<file path="src/rtl/interrupt_service_ctrl.sv">
// Priority resolver, in-service register and two-pulse INTA sequencer of an 8259-style PIC.
// Decisions register one cycle after the sampled INTA edge; there is no backpressure, the CPU paces the handshake.
module interrupt_service_ctrl (
    input  logic       clk,
    input  logic       rst,
    input  logic [7:0] interrupt_request_register,
    input  logic [7:0] interrupt_mask,
    input  logic       inta_n,
    input  logic [4:0] vector_base,
    input  logic       aeoi_mode,
    input  logic       rotate_on_aeoi,
    input  logic       eoi_cmd,
    input  logic       eoi_specific,
    input  logic [2:0] eoi_level,
    input  logic       eoi_rotate,
    output logic       int_out,
    output logic [7:0] clear_IRR,
    output logic       freeze,
    output logic [7:0] in_service_register,
    output logic [7:0] vector_out,
    output logic       vector_oe
);

    typedef enum logic [1:0] {S_IDLE, S_ACK1, S_WAIT2, S_ACK2} state_t;

    state_t     state_q, state_d;
    logic       inta_q, inta_d;
    logic [2:0] priority_low_q, priority_low_d;
    logic [7:0] isr_q, isr_d;
    logic       int_out_q, int_out_d;
    logic [7:0] clear_irr_q, clear_irr_d;
    logic       freeze_q, freeze_d;
    logic       vector_oe_q, vector_oe_d;
    logic [2:0] level_q, level_d;
    logic       spurious_q, spurious_d;

    logic [7:0] pending;
    logic       pend_vld, isr_vld, eoi_hit;
    logic [2:0] pend_lvl, isr_lvl, eoi_lvl, pend_rank, isr_rank;
    logic       inta_fall, inta_rise;

    // Scan from lowest to highest priority so the last hit is the winner.
    function automatic logic [3:0] resolve(input logic [7:0] bits, input logic [2:0] plow);
        logic [3:0] r;
        logic [2:0] lvl;
        r = 4'b0;
        for (int i = 8; i >= 1; i--) begin
            lvl = plow + 3'(i);
            if (bits[lvl]) r = {1'b1, lvl};
        end
        return r;
    endfunction

    always_comb begin
        pending              = interrupt_request_register & ~interrupt_mask;
        {pend_vld, pend_lvl} = resolve(pending, priority_low_q);
        {isr_vld, isr_lvl}   = resolve(isr_q, priority_low_q);
        pend_rank            = pend_lvl - priority_low_q - 3'd1;
        isr_rank             = isr_lvl - priority_low_q - 3'd1;
        inta_fall            = inta_q & ~inta_n;
        inta_rise            = ~inta_q & inta_n;

        state_d        = state_q;
        inta_d         = inta_n;
        priority_low_d = priority_low_q;
        isr_d          = isr_q;
        int_out_d      = 1'b0;
        clear_irr_d    = 8'h00;
        freeze_d       = freeze_q;
        vector_oe_d    = vector_oe_q;
        level_d        = level_q;
        spurious_d     = spurious_q;
        eoi_hit        = 1'b0;
        eoi_lvl        = 3'd0;

        // EOI acts on the pre-update ISR; a same-cycle INTA set below overrides it.
        if (eoi_cmd) begin
            if (eoi_specific) begin
                eoi_hit = isr_q[eoi_level];
                eoi_lvl = eoi_level;
            end else begin
                eoi_hit = isr_vld;
                eoi_lvl = isr_lvl;
            end
            if (eoi_hit) begin
                isr_d[eoi_lvl] = 1'b0;
                if (eoi_rotate) priority_low_d = eoi_lvl;
            end
        end

        case (state_q)
            S_IDLE: begin
                if (inta_fall) begin
                    level_d    = pend_vld ? pend_lvl : 3'd7;
                    spurious_d = ~pend_vld;
                    if (pend_vld) begin
                        isr_d[pend_lvl]       = 1'b1;
                        clear_irr_d[pend_lvl] = 1'b1;
                    end
                    freeze_d = 1'b1;
                    state_d  = S_ACK1;
                end else begin
                    int_out_d = pend_vld && (!isr_vld || (pend_rank < isr_rank));
                end
            end
            S_ACK1: begin
                if (inta_rise) state_d = S_WAIT2;
            end
            S_WAIT2: begin
                if (inta_fall) begin
                    vector_oe_d = 1'b1;
                    state_d     = S_ACK2;
                end
            end
            S_ACK2: begin
                if (inta_rise) begin
                    vector_oe_d = 1'b0;
                    freeze_d    = 1'b0;
                    if (aeoi_mode && !spurious_q) begin
                        isr_d[level_q] = 1'b0;
                        if (rotate_on_aeoi) priority_low_d = level_q;
                    end
                    state_d = S_IDLE;
                end
            end
            default: state_d = S_IDLE;
        endcase
    end

    always_ff @(posedge clk or negedge rst) begin
        if (!rst) begin
            state_q        <= S_IDLE;
            inta_q         <= 1'b1;
            priority_low_q <= 3'd7;
            isr_q          <= 8'h00;
            int_out_q      <= 1'b0;
            clear_irr_q    <= 8'h00;
            freeze_q       <= 1'b0;
            vector_oe_q    <= 1'b0;
            level_q        <= 3'd0;
            spurious_q     <= 1'b0;
        end else begin
            state_q        <= state_d;
            inta_q         <= inta_d;
            priority_low_q <= priority_low_d;
            isr_q          <= isr_d;
            int_out_q      <= int_out_d;
            clear_irr_q    <= clear_irr_d;
            freeze_q       <= freeze_d;
            vector_oe_q    <= vector_oe_d;
            level_q        <= level_d;
            spurious_q     <= spurious_d;
        end
    end

    assign int_out             = int_out_q;
    assign clear_IRR           = clear_irr_q;
    assign freeze              = freeze_q;
    assign in_service_register = isr_q;
    assign vector_oe           = vector_oe_q;
    assign vector_out          = vector_oe_q ? {vector_base, level_q} : 8'h00;

endmodule

</file>
<file path="config.mk">
export PLATFORM = sky130hd
export DESIGN_NAME = interrupt_service_ctrl
export DESIGN_NICKNAME = d
export VERILOG_FILES = /design/src/rtl/interrupt_service_ctrl.sv
export SDC_FILE = /design/constraint.sdc
export NUM_CORES = 1
export LEC_CHECK = 0
export ABC_AREA = 1
export BUFFER_PORTS_ARGS = -buffer_cell sky130_fd_sc_hd__buf_2
export CAP_MARGIN = 10
export CORE_MARGIN = 4
export CORE_UTILIZATION = 50
export DETAILED_ROUTE_END_ITERATION = 12
export PLACE_DENSITY = 0.75
export SLEW_MARGIN = 20
export SYNTH_ARGS = -nofsm -noshare
export SYNTH_HDL_FRONTEND = slang
export SYNTH_SLANG_ARGS = --single-unit
</file>
<file path="constraint.sdc">
create_clock -name clk -period 9.25 [get_ports clk]
set_input_delay 0.925 -clock clk [delete_from_list [all_inputs] [get_ports clk]]
set_output_delay 0.925 -clock clk [all_outputs]
set_load 0.1 [all_outputs]
</file>
==> summary.md, run 1 <==
| Metric | Value |
|---|---|
| Status | completed |
| Antenna cells | 0 |
| Die area | 0.00752 mm^2 |
| CTS tree | yes |
| Global-route wire length before repair | 14.7 mm |
| Worst Path Max Fanout | 24 |
| Core footprint | 0.00596 mm^2 |
| Port-buffer cells | 58 |
| Period utilization | 0.475 |
| Share of layout cells above drive strength 1 | 0.224 |
| Worst-skew pair later-pin latency | 280 ps |
| Layout Skew | 6.84 ps |
| Synth cell types | 37 |
| Post-DP Area | 0.00339 mm^2 |
| Synth Warn # | 0 |
| Hold crit path type | reg -> reg |
| Setup TNS | 0 ps |
| Starting Density | 0.521 |
| CTS max path bufs | 2 |
| Synthesized cell area | 0.00310 mm^2 |
| Hold buffers post-CTS | 0 |
| H-tree depth | 2 |
| Initial DRC count | 262 |
| Slew @ Worst Pin | 645 ps |
| Worst rel slew slack | 0.570 |
| I/O Pins | 59 |
| DR DRC count | 0 |
| Synth Instances | 500 |
| Largest net degree at the start of global routing | 30 |
| Wire per inst | 13.7 um |
| Die height | 86.7 um |
| Hpwl dp | 6.77 mm |
| WP data arrival | 4620 ps |
| Initial antenna violation count | 0 |
| Finish-stage setup viols | 0 |
| Area grow syn2layout | 13.6% |
| Via/cell ratio | 5.44 |
| Seq cells post-synth | 29 |
| RSZ-0062 raised after global routing | no |
| Max-cap violations | 0 |
| Final core occ | 0.592 |
| Vias in the first global route | 3,333 |
| WP data required | 9470 ps |
| WL final | 8.62 mm |
| Core Rows | 28 |
| Crit path capture type | register |
| Worst-path clk slew | 70 ps |
| Postcts setup bufs | 0 |
| Total CTS buffers | 5 |
| Die W | 86.7 um |
| First-pass iteration count of the detailed router | 6 |
| Gr usage total | 0.243 |
| Routability cong. | 0.881 |
| CTS Sinks | 29 |
| Clock root buffer | clkbuf_8 |
| Fillers | 603 |
| Resized cells post-CTS | 0 |
| Fin nets | 597 |
| Most frequent cells in the layout | nand2_1, nand3_1, inv_1 |
| Syn avg cell area | 6.20 um^2 |
| Final instance area | 0.00352 mm^2 |
| Routed Antenna Nets | 0 |
| Commonest non-fill, non-tap cell in the layout | nand2_1 |
| WS Path Type | reg -> reg |
| Peak Freq | 0.227 GHz |
| Critical path launch point type | register |
| Final hold violations | 0 |
| Total congestion overflow | 0 |
| Routed vias | 3,420 |
| Post-synthesis sequential area ratio | 0.236 |
| Fin crit period | 4400 ps |
| Final Max Tran Viols | 0 |
| Syn Nets | 544 |
-- final timing paths --
| path | from | to | slack, ps | depth (start not counted) |
|---|---|---|---|---|
| min in group asynchronous | rst | clear_IRR[0]$_DFF_PN0_ | 660 | 1 |
| min | freeze$_DFFE_PN0P_ | freeze$_DFFE_PN0P_ | 520 | 2 |
| max in group asynchronous | rst | in_service_register[2]$_DFF_PN0_ | 8170 | 1 |
| min reg2reg | freeze$_DFFE_PN0P_ | freeze$_DFFE_PN0P_ | 520 | 2 |
| max reg2reg | priority_low_q[0]$_DFF_PN1_ | int_out$_DFF_PN0_ | 4850 | 21 |
| max | priority_low_q[0]$_DFF_PN1_ | int_out$_DFF_PN0_ | 4850 | 21 |
-- critical path, cell delays in order (launching register included) --
cell,delay [ps]
dfstp_2,760
inv_4,200
ha_1,500
inv_1,370
nand3_1,170
nand3_1,150
nand2_2,100
a21oi_1,120
nand3_1,80
nand2_1,60
nand2_1,40
nand2_1,50
nand2_1,50
nand2_2,220
inv_2,90
fa_1,380
xnor2_1,150
xor2_1,180
ha_1,320
a21oi_1,160
a21oi_1,80
nor2_1,90
-- per-stage QoR --
step / setup WS [ps] / hold WS [ps] / instances
3_3_place_gp: 5050 / 507 / 621
2_1_floorplan: 5600 / 493 / 500
3_5_place_dp: 4910 / 515 / 621
6_report: 4850 / 519 / 629
5_1_grt: 4470 / 563 / 629
4_1_cts: 4890 / 529 / 629
-- synth_stat cells --
cell type / count / area, um^2
ha_1: 10 / 125
nor2_1: 24 / 90.1
dfstp_2: 4 / 105
a21oi_2: 3 / 26.3
nor2_4: 1 / 11.3
inv_2: 11 / 41.3
o311a_1: 1 / 10.0
dfrtp_1: 25 / 626
xnor2_1: 1 / 8.76
buf_6: 6 / 67.6
o21ai_2: 1 / 8.76
nand2_4: 2 / 22.5
clkinv_2: 1 / 5.00
nand2_1: 158 / 593
clkbuf_1: 2 / 7.51
o21ai_0: 7 / 35.0
nor3_1: 10 / 50.1
inv_4: 1 / 6.26
a32o_1: 1 / 10.0
nand4_1: 3 / 18.8
o22ai_1: 1 / 6.26
a31oi_1: 1 / 6.26
nand3_1: 78 / 390
nor2_2: 6 / 37.5
o21ai_1: 2 / 10.0
nor3_2: 2 / 20.0
xnor2_4: 1 / 27.5
nand2_2: 15 / 93.8
buf_2: 4 / 20.0
inv_1: 61 / 229
o211ai_1: 1 / 7.51
a21oi_1: 36 / 180
fa_1: 2 / 40.0
xor2_1: 3 / 26.3
a22oi_1: 4 / 30.0
o31ai_1: 1 / 7.51
nand3_2: 10 / 100
-- metal layers --
layer | up-vias | share of wire | global-route usage
met2 | 120 | 0.50 | 0.431
met5 | - | 0 | 0
li1 | 1719 | - | -
met4 | 0 | 0.037 | 0.123
met1 | 1550 | 0.41 | 0.286
met3 | 31 | 0.047 | 0.0295
-- state kept, by name (all words and copies together), names as in the netlist --
signal	cells
clear_IRR	8
in_service_register	8
level_q	3
priority_low_q	3
state_q	2
freeze	1
int_out	1
inta_q	1
spurious_q	1
vector_oe	1
-- area by class of cell --
class,count,area (um^2),share of cell area
multi-input cells,385,1990,0.566
flip-flops and latches,29,731,0.207
clock buffers,5,68.8,0.0195
repair buffers,58,290,0.0824
well taps,75,93.8,0.0266
inverters,74,282,0.0799
clock inverters,3,65.1,0.0185
-- logic make-up after synthesis --
logic type                 Yosys count  synth area share
AOI/OAI and AO/OA                   59             0.109
xor gates and xnor gates             5            0.0202
adders and majority gates           12            0.0533
buffers and inverters               86             0.121
DFF                                 29             0.236
and+or+nand+nor                    309             0.460
Power of run 1 is not shown: default switching activity piles up to over one toggle a cycle in this logic, so the estimate is an artifact.
==> inputs of run 2 (changes only) <==
Settings changed: ABC_AREA 1 to 0, PLACE_DENSITY 0.75 to 0.76.
Clock period 9.25 ns to 3.6 ns, I/O delays scaled along.
==> run 2 against run 1 <==
Net effect: the run now ends with negative setup slack left; clock skew is 3.7 ps lower; synthesized area is 25% higher; count of clock-buffer cells in the layout is 2 higher; final cell count is 6.0% higher; sequential share of layout area is 7.0 points lower; global-route usage is 3.1 points higher; critical endpoint unchanged; critical path depth is 7 lower; via count is 24% higher; die area is 23% higher.
==> summary.md, run 2 <==
| Metric | Value |
|---|---|
| Reg2Reg Depth | 14 (was 21) |
| WP data arrival | 4200 ps (was 4620 ps) |
| Final Max Tran Viols | 0 (unchanged) |
| WL final | 13.2 mm (was 8.62 mm) |
| Gr usage total | 0.274 (was 0.243) |
| Synth cell types | 85 (was 37) |
| Core footprint | 0.00741 mm^2 (was 0.00596 mm^2) |
| Worst-path cell chain | inv_8 -> ha_4 -> mux2_1 -> nor3_4 -> buf_4 -> a2111oi_0 -> a311oi_1 -> o31ai_2 -> fa_1 -> xnor2_1 -> ha_1 -> nor2b_1 -> o21ai_1 -> o2111a_1 (was inv_4 -> ha_1 -> inv_1 -> nand3_1 -> nand3_1 -> nand2_2 -> a21oi_1 -> nand3_1 -> nand2_1 -> nand2_1 -> nand2_1 -> nand2_1 -> nand2_2 -> inv_2 -> fa_1 -> xnor2_1 -> xor2_1 -> ha_1 -> a21oi_1 -> a21oi_1 -> nor2_1) |
| Hold buffers post-CTS | 0 (unchanged) |
| Peak Freq | 0.251 GHz (was 0.227 GHz) |
| Worst Path Max Fanout | 7 (was 24) |
| Worst rel slew slack | 0.576 (was 0.570) |
| Fin nets | 611 (was 597) |
| Starting Density | 0.524 (was 0.521) |
| Most common cell in the netlist | nand2_1 (unchanged) |
| WP data required | 3810 ps (was 9470 ps) |
| Post-synthesis sequential area ratio | 0.188 (was 0.236) |
| Met2 usage | 0.470 (was 0.431) |
| Hold crit path type | in -> async (was reg -> reg) |
| Critical path launch point type | register (unchanged) |
| Busiest metal layer after global routing | met2 (unchanged) |
| Routed vias | 4,225 (was 3,420) |
| Commonest non-fill, non-tap cell in the layout | buf_4 (was nand2_1) |
| Clock root buffer | clkbuf_8 (unchanged) |
| H-tree depth | 2 (unchanged) |
| CTS max path bufs | 2 (unchanged) |
| Initial antenna violation count | 0 (unchanged) |
| Violated checks | negative setup slack |
| Synth Instances | 435 (was 500) |
| Post-synth top area cell | dfrtp_1 (unchanged) |
| Slew @ Worst Pin | 635 ps (was 645 ps) |
| Routability cong. | 0.939 (was 0.881) |
| Hpwl dp | 9.12 mm (was 6.77 mm) |
| Die W | 96.1 um (was 86.7 um) |
| Synth top cells by count | nand2_1, nor2_1, mux2i_1 (was nand2_1, nand3_1, inv_1) |
| Seq cells post-synth | 29 (unchanged) |
| Top FF cell, synth | dfrtp_1 (unchanged) |
| Syn avg cell area | 8.93 um^2 (was 6.20 um^2) |
| DR DRC count | 0 (unchanged) |
| WS Path Type | reg -> reg (unchanged) |
| Met1 Usage GRT | 0.345 (was 0.286) |
| Footprint of the multi-input gates | 0.00325 mm^2 (was 0.00199 mm^2) |
| Syn Nets | 479 (was 544) |
| Initial DRC count | 406 (was 262) |
| Top-area cell type share of the netlist area | 0.161 (was 0.202) |
| CTS Sinks | 29 (unchanged) |
| Via/cell ratio | 6.33 (was 5.44) |
| Max-cap violations | 0 (unchanged) |
| Layout Skew | 3.11 ps (was 6.84 ps) |
| Synthesized cell area | 0.00388 mm^2 (was 0.00310 mm^2) |
| Core Rows | 31 (was 28) |
| Area grow syn2layout | 37.3% (was 13.6%) |
| Period utilization | 1.11 (was 0.475) |
| Worst-skew pair later-pin latency | 280 ps (about the same) |
| Status | finished with violations (was completed) |
| Total CTS buffers | 5 (unchanged) |
| Finished Layout Cells | 667 (was 629) |
| CP peak stage delay | 640 ps (was 760 ps) |
| Antenna cells | 0 (unchanged) |
| Share of layout cells above drive strength 1 | 0.470 (was 0.224) |
| Most frequent cells in the layout | buf_4, buf_2, nand2_1 (was nand2_1, nand3_1, inv_1) |
| Crit path capture type | register (unchanged) |
| Wire per inst | 19.9 um (was 13.7 um) |
| Total congestion overflow | 0 (unchanged) |
| Die height | 96.1 um (was 86.7 um) |
| Final WS setup | -382 ps (was 4850 ps) |
| Port-buffer cells | 58 (unchanged) |
| First-pass iteration count of the detailed router | 5 (was 6) |
| RSZ-0062 raised after global routing | yes (was no) |
| Finish-stage setup viols | 2 (was 0) |
| I/O Pins | 59 (unchanged) |
| Routed Antenna Nets | 0 (unchanged) |
| Die area | 0.00924 mm^2 (was 0.00752 mm^2) |
| Global-route wire length before repair | 20.0 mm (was 14.7 mm) |
| Final hold violations | 0 (unchanged) |
| Fillers | 521 (was 603) |
| Largest net degree at the start of global routing | 30 (unchanged) |
| Met3 Track Usage GR | 0.0352 (was 0.0295) |
| Ys async rst share | 1.00 (unchanged) |
| Post-synth EDFFs | 0 (unchanged) |
| Dpl cells | 643 (was 621) |
| Synth Warn # | 0 (unchanged) |
| Area contributors post-synth | dfrtp_1, mux4_2, mux2i_1 (was dfrtp_1, nand2_1, nand3_1) |
| Fin crit period | 3980 ps (was 4400 ps) |
| Crit path max-delay cell type | dfstp_2 (unchanged) |
| CTS tree | yes (unchanged) |
| Vias in the first global route | 4,194 (was 3,333) |
| Combined flip-flop and latch cell area | 731 um^2 (unchanged) |
| Worst-path clk slew | 60 ps (was 70 ps) |
-- run 2: per-layer routing --
| metal | wire length, um | part of all wire |
|---|---|---|
| met1 | 5090 | 0.38 |
| met2 | 6690 | 0.51 |
| met3 | 907 | 0.068 |
| met4 | 563 | 0.042 |
| met5 | 0 | 0 |
-- run 2: kinds of logic after synthesis --
family	after synthesis	synth area share
adders and majority gates	12	0.0425
muxes	62	0.248
and+or+nand+nor	164	0.215
DFF	29	0.188
AOI/OAI and AO/OA	116	0.221
xor gates and xnor gates	8	0.0267
buffers and inverters	44	0.0586
-- run 2: layout make-up --
| class | count | area share |
|---|---|---|
| Sequential cell | 29 | 0.137 |
| Clock buffer | 7 | 0.0181 |
| Multi-Input combinational cell | 362 | 0.609 |
| Inverter | 15 | 0.0127 |
| Tap cell | 99 | 0.0232 |
| Timing Repair Buffer | 154 | 0.199 |
| Clock inverter | 1 | 0.000939 |
-- run 2: final timing paths --
kind	from	endpoint	slack, ps
max in group asynchronous	rst	in_service_register[5]$_DFF_PN0_	3090
worst min register to register	spurious_q$_DFFE_PN0P_	spurious_q$_DFFE_PN0P_	530
worst max register to register	priority_low_q[0]$_DFF_PN1_	int_out$_DFF_PN0_	-380
worst max-delay path	priority_low_q[0]$_DFF_PN1_	int_out$_DFF_PN0_	-380
worst min-delay path	rst	clear_IRR[3]$_DFF_PN0_	100
min in group clk	inta_n	inta_q$_DFF_PN1_	270
-- run 2: critical path: cells and delay by family (launching register included) --
kind	cells	cell delay (ps)
adders and majority gates	3	970
xor gates and xnor gates	1	180
AOI/OAI and AO/OA	5	1130
DFF	1	640
muxes	1	410
and+or+nand+nor	2	360
buffers and inverters	2	210
-- run 2: what timing repair did --
item	in CTS	in global routing
endpoints found under the hold margin	0	0
gates resized for setup	20	45
endpoints found under the setup margin	8	11
buffers inserted	6	10
pin swaps	5	19
-- run 2: stage by stage --
step                      setup TNS (ps)  setup WS [ps]  utilization  cell area, um^2  hold slack [ps]
after floorplan                     -602           -584            -             3930             64.4
after global placement              -309           -281        0.644             4770              406
after detailed placement            -783           -492        0.644             4770              415
after CTS                           -280           -280        0.678             5020              119
after global routing               -1080           -508        0.720             5330              147
final                               -419           -382        0.720             5330             99.3
Power of run 2 is left out for the same reason.
==> inputs of run 3 (changes only) <==
Settings changed: RECOVER_POWER set to 25.
==> run 3 against run 2 <==
Net effect: the run ends with max-capacitance violations, max-slew violations, negative setup slack left; cell area hardly changed; clock skew hardly changed; first-iteration DRC count stayed put; sequential share of layout area hardly changed; die area stayed put; largest cell class unchanged; highest routed layer unchanged.
==> summary.md, run 3 (synthesis gave the netlist of run 2 again) <==
| Metric | Value |
|---|---|
| Hpwl dp | 9.12 mm (unchanged) |
| Core footprint | 0.00741 mm^2 (unchanged) |
| Most frequent cells in the layout | buf_4, buf_2, nand2_1 (unchanged) |
| Wire per inst | 19.9 um (about the same) |
| WL final | 13.3 mm (was 13.2 mm) |
| Footprint of the multi-input gates | 0.00325 mm^2 (unchanged) |
| Total congestion overflow | 0 (unchanged) |
| Layout Skew | 3.11 ps (about the same) |
| WP data arrival | 4200 ps (about the same) |
| Worst-path cell chain | inv_8 -> ha_4 -> mux2_1 -> nor3_4 -> buf_4 -> a2111oi_0 -> a311oi_1 -> o31ai_2 -> fa_1 -> xnor2_1 -> ha_1 -> nor2b_1 -> o21ai_1 -> o2111a_1 (unchanged) |
| Highest Signal Layer | met4 (unchanged) |
| Routability cong. | 0.939 (unchanged) |
| CP peak stage delay | 640 ps (about the same) |
| Max-cap violations | 1 (was 0) |
| Fin crit period | 3980 ps (about the same) |
| Routed Antenna Nets | 0 (unchanged) |
| Final WS setup | -382 ps (about the same) |
| CTS Sinks | 29 (unchanged) |
| Period utilization | 1.11 (about the same) |
| Fin nets | 611 (unchanged) |
| CTS tree | yes (unchanged) |
| M1 WL | 5.05 mm (was 5.09 mm) |
| Crit path capture type | register (unchanged) |
| Die W | 96.1 um (unchanged) |
| Hold Path Stages | 1 |
| Reg2Reg Depth | 14 (unchanged) |
| Worst-skew pair later-pin latency | 280 ps (about the same) |
| Reg2Reg Setup Slack | -380 ps (about the same) |
| Met3 wire len | 965 um (was 907 um) |
| Die height | 96.1 um (unchanged) |
| Met2 wire len | 6.70 mm (was 6.69 mm) |
| Final core occ | 0.720 (about the same) |
| Commonest non-fill, non-tap cell in the layout | buf_4 (unchanged) |
| Global-route wire length before repair | 20.0 mm (unchanged) |
| Critical R2R Launch | priority_low_q[0]$_DFF_PN1_ (unchanged) |
| Routed vias | 4,261 (was 4,225) |
| Total CTS buffers | 5 (unchanged) |
| WS Path Type | reg -> reg (unchanged) |
| Violated checks | max-capacitance violations, max-slew violations, negative setup slack (was negative setup slack) |
| Fillers | 521 (unchanged) |
| Final Max Tran Viols | 30 (was 0) |
| WP data required | 3810 ps (about the same) |
| H-tree depth | 2 (unchanged) |
| Hold endpoint | inta_q$_DFF_PN1_ |
| Initial DRC count | 406 (unchanged) |
| Antenna cells | 0 (unchanged) |
| Critical path launch point type | register (unchanged) |
| Hold crit path type | in -> reg (was in -> async) |
| Gr usage total | 0.274 (unchanged) |
| First-pass iteration count of the detailed router | 5 (unchanged) |
| Worst Path Max Fanout | 7 (unchanged) |
| Core Rows | 31 (unchanged) |
| R2R Path End | int_out$_DFF_PN0_ (unchanged) |
| Share of layout cells above drive strength 1 | 0.468 (was 0.470) |
| CTS max path bufs | 2 (unchanged) |
| Combined flip-flop and latch cell area | 731 um^2 (unchanged) |
| DR DRC count | 0 (unchanged) |
| RSZ-0062 raised after global routing | yes (unchanged) |
| Crit path max-delay cell type | dfstp_2 (unchanged) |
| Worst Hold Launch | inta_n |
| Starting Density | 0.524 (unchanged) |
| Via/cell ratio | 6.39 (was 6.33) |
| Peak Freq | 0.251 GHz (about the same) |
| I/O Pins | 59 (unchanged) |
| Hold buffers post-CTS | 0 (unchanged) |
| Final hold violations | 0 (unchanged) |
| Clock root buffer | clkbuf_8 (unchanged) |
| Vias in the first global route | 4,194 (unchanged) |
| Status | finished with violations (unchanged) |
| Finish-stage setup viols | 2 (unchanged) |
| Worst rel slew slack | -0.0138 (was 0.576) |
| Die area | 0.00924 mm^2 (unchanged) |
| Slew @ Worst Pin | 1520 ps (was 635 ps) |
| Port-buffer cells | 58 (unchanged) |
| Initial antenna violation count | 0 (unchanged) |
| Largest net degree at the start of global routing | 30 (unchanged) |
| Worst-path clk slew | 60 ps (about the same) |
| Area grow syn2layout | 37.2% (was 37.3%) |
[run 3: final cells by class]
cell class	instances	area share
Timing Repair Buffer	154	0.199
Clock buffer	7	0.0181
Tap cell	99	0.0232
Inverter	15	0.0127
Multi-Input combinational cell	362	0.609
Clock inverter	1	0.000939
Sequential cell	29	0.137
[run 3: timing repair]
action                                 in CTS  in global routing
pin swaps                                   5                 19
setup buffers                               6                 10
setup endpoints to repair                   8                 11
endpoints found under the hold margin       0                  0
gates resized for setup                    20                 45
[run 3: how the worst max path moves through the flow]
| stage | start | end | slack (ps) |
|---|---|---|---|
| floorplan | priority_low_q[0]$_DFF_PN1_ | int_out$_DFF_PN0_ | -580 |
| finish | priority_low_q[0]$_DFF_PN1_ | int_out$_DFF_PN0_ | -380 |
| global placement | priority_low_q[0]$_DFF_PN1_ | int_out$_DFF_PN0_ | -280 |
| global route | priority_low_q[0]$_DFF_PN1_ | int_out$_DFF_PN0_ | -510 |
| detailed placement | priority_low_q[0]$_DFF_PN1_ | int_out$_DFF_PN0_ | -490 |
| CTS | priority_low_q[0]$_DFF_PN1_ | int_out$_DFF_PN0_ | -280 |
[run 3: critical path, delay by kind of cell (launching register included)]
kind / cells / cell delay (ps)
AO/OA/AOI/OAI: 5 / 1130
XOR/XNOR: 1 / 180
adder cells (fa/ha/maj): 3 / 970
buffers and inverters: 2 / 210
flip-flops: 1 / 640
multiplexers: 1 / 410
AND/OR/NAND/NOR: 2 / 360
[run 3: per-stage QoR]
| step | setup WS (ps) | instance area [um^2] | setup TNS, ps | hold WS (ps) | cells |
|---|---|---|---|---|---|
| 6_report | -382 | 5330 | -420 | 270 | 667 |
| 5_1_grt | -508 | 5330 | -1080 | 267 | 667 |
| 4_1_cts | -280 | 5020 | -280 | 119 | 657 |
| 3_5_place_dp | -492 | 4770 | -783 | 415 | 643 |
| 3_3_place_gp | -281 | 4770 | -309 | 406 | 643 |
| 2_1_floorplan | -584 | 3930 | -602 | 64.4 | 435 |
[run 3: routing by layer]
layer,GRT usage,vias up
li1,-,1910
met1,0.345,2043
met2,0.470,247
met3,0.0352,61
met4,0.115,0
met5,0,-
Power of run 3 is left out for the same reason.
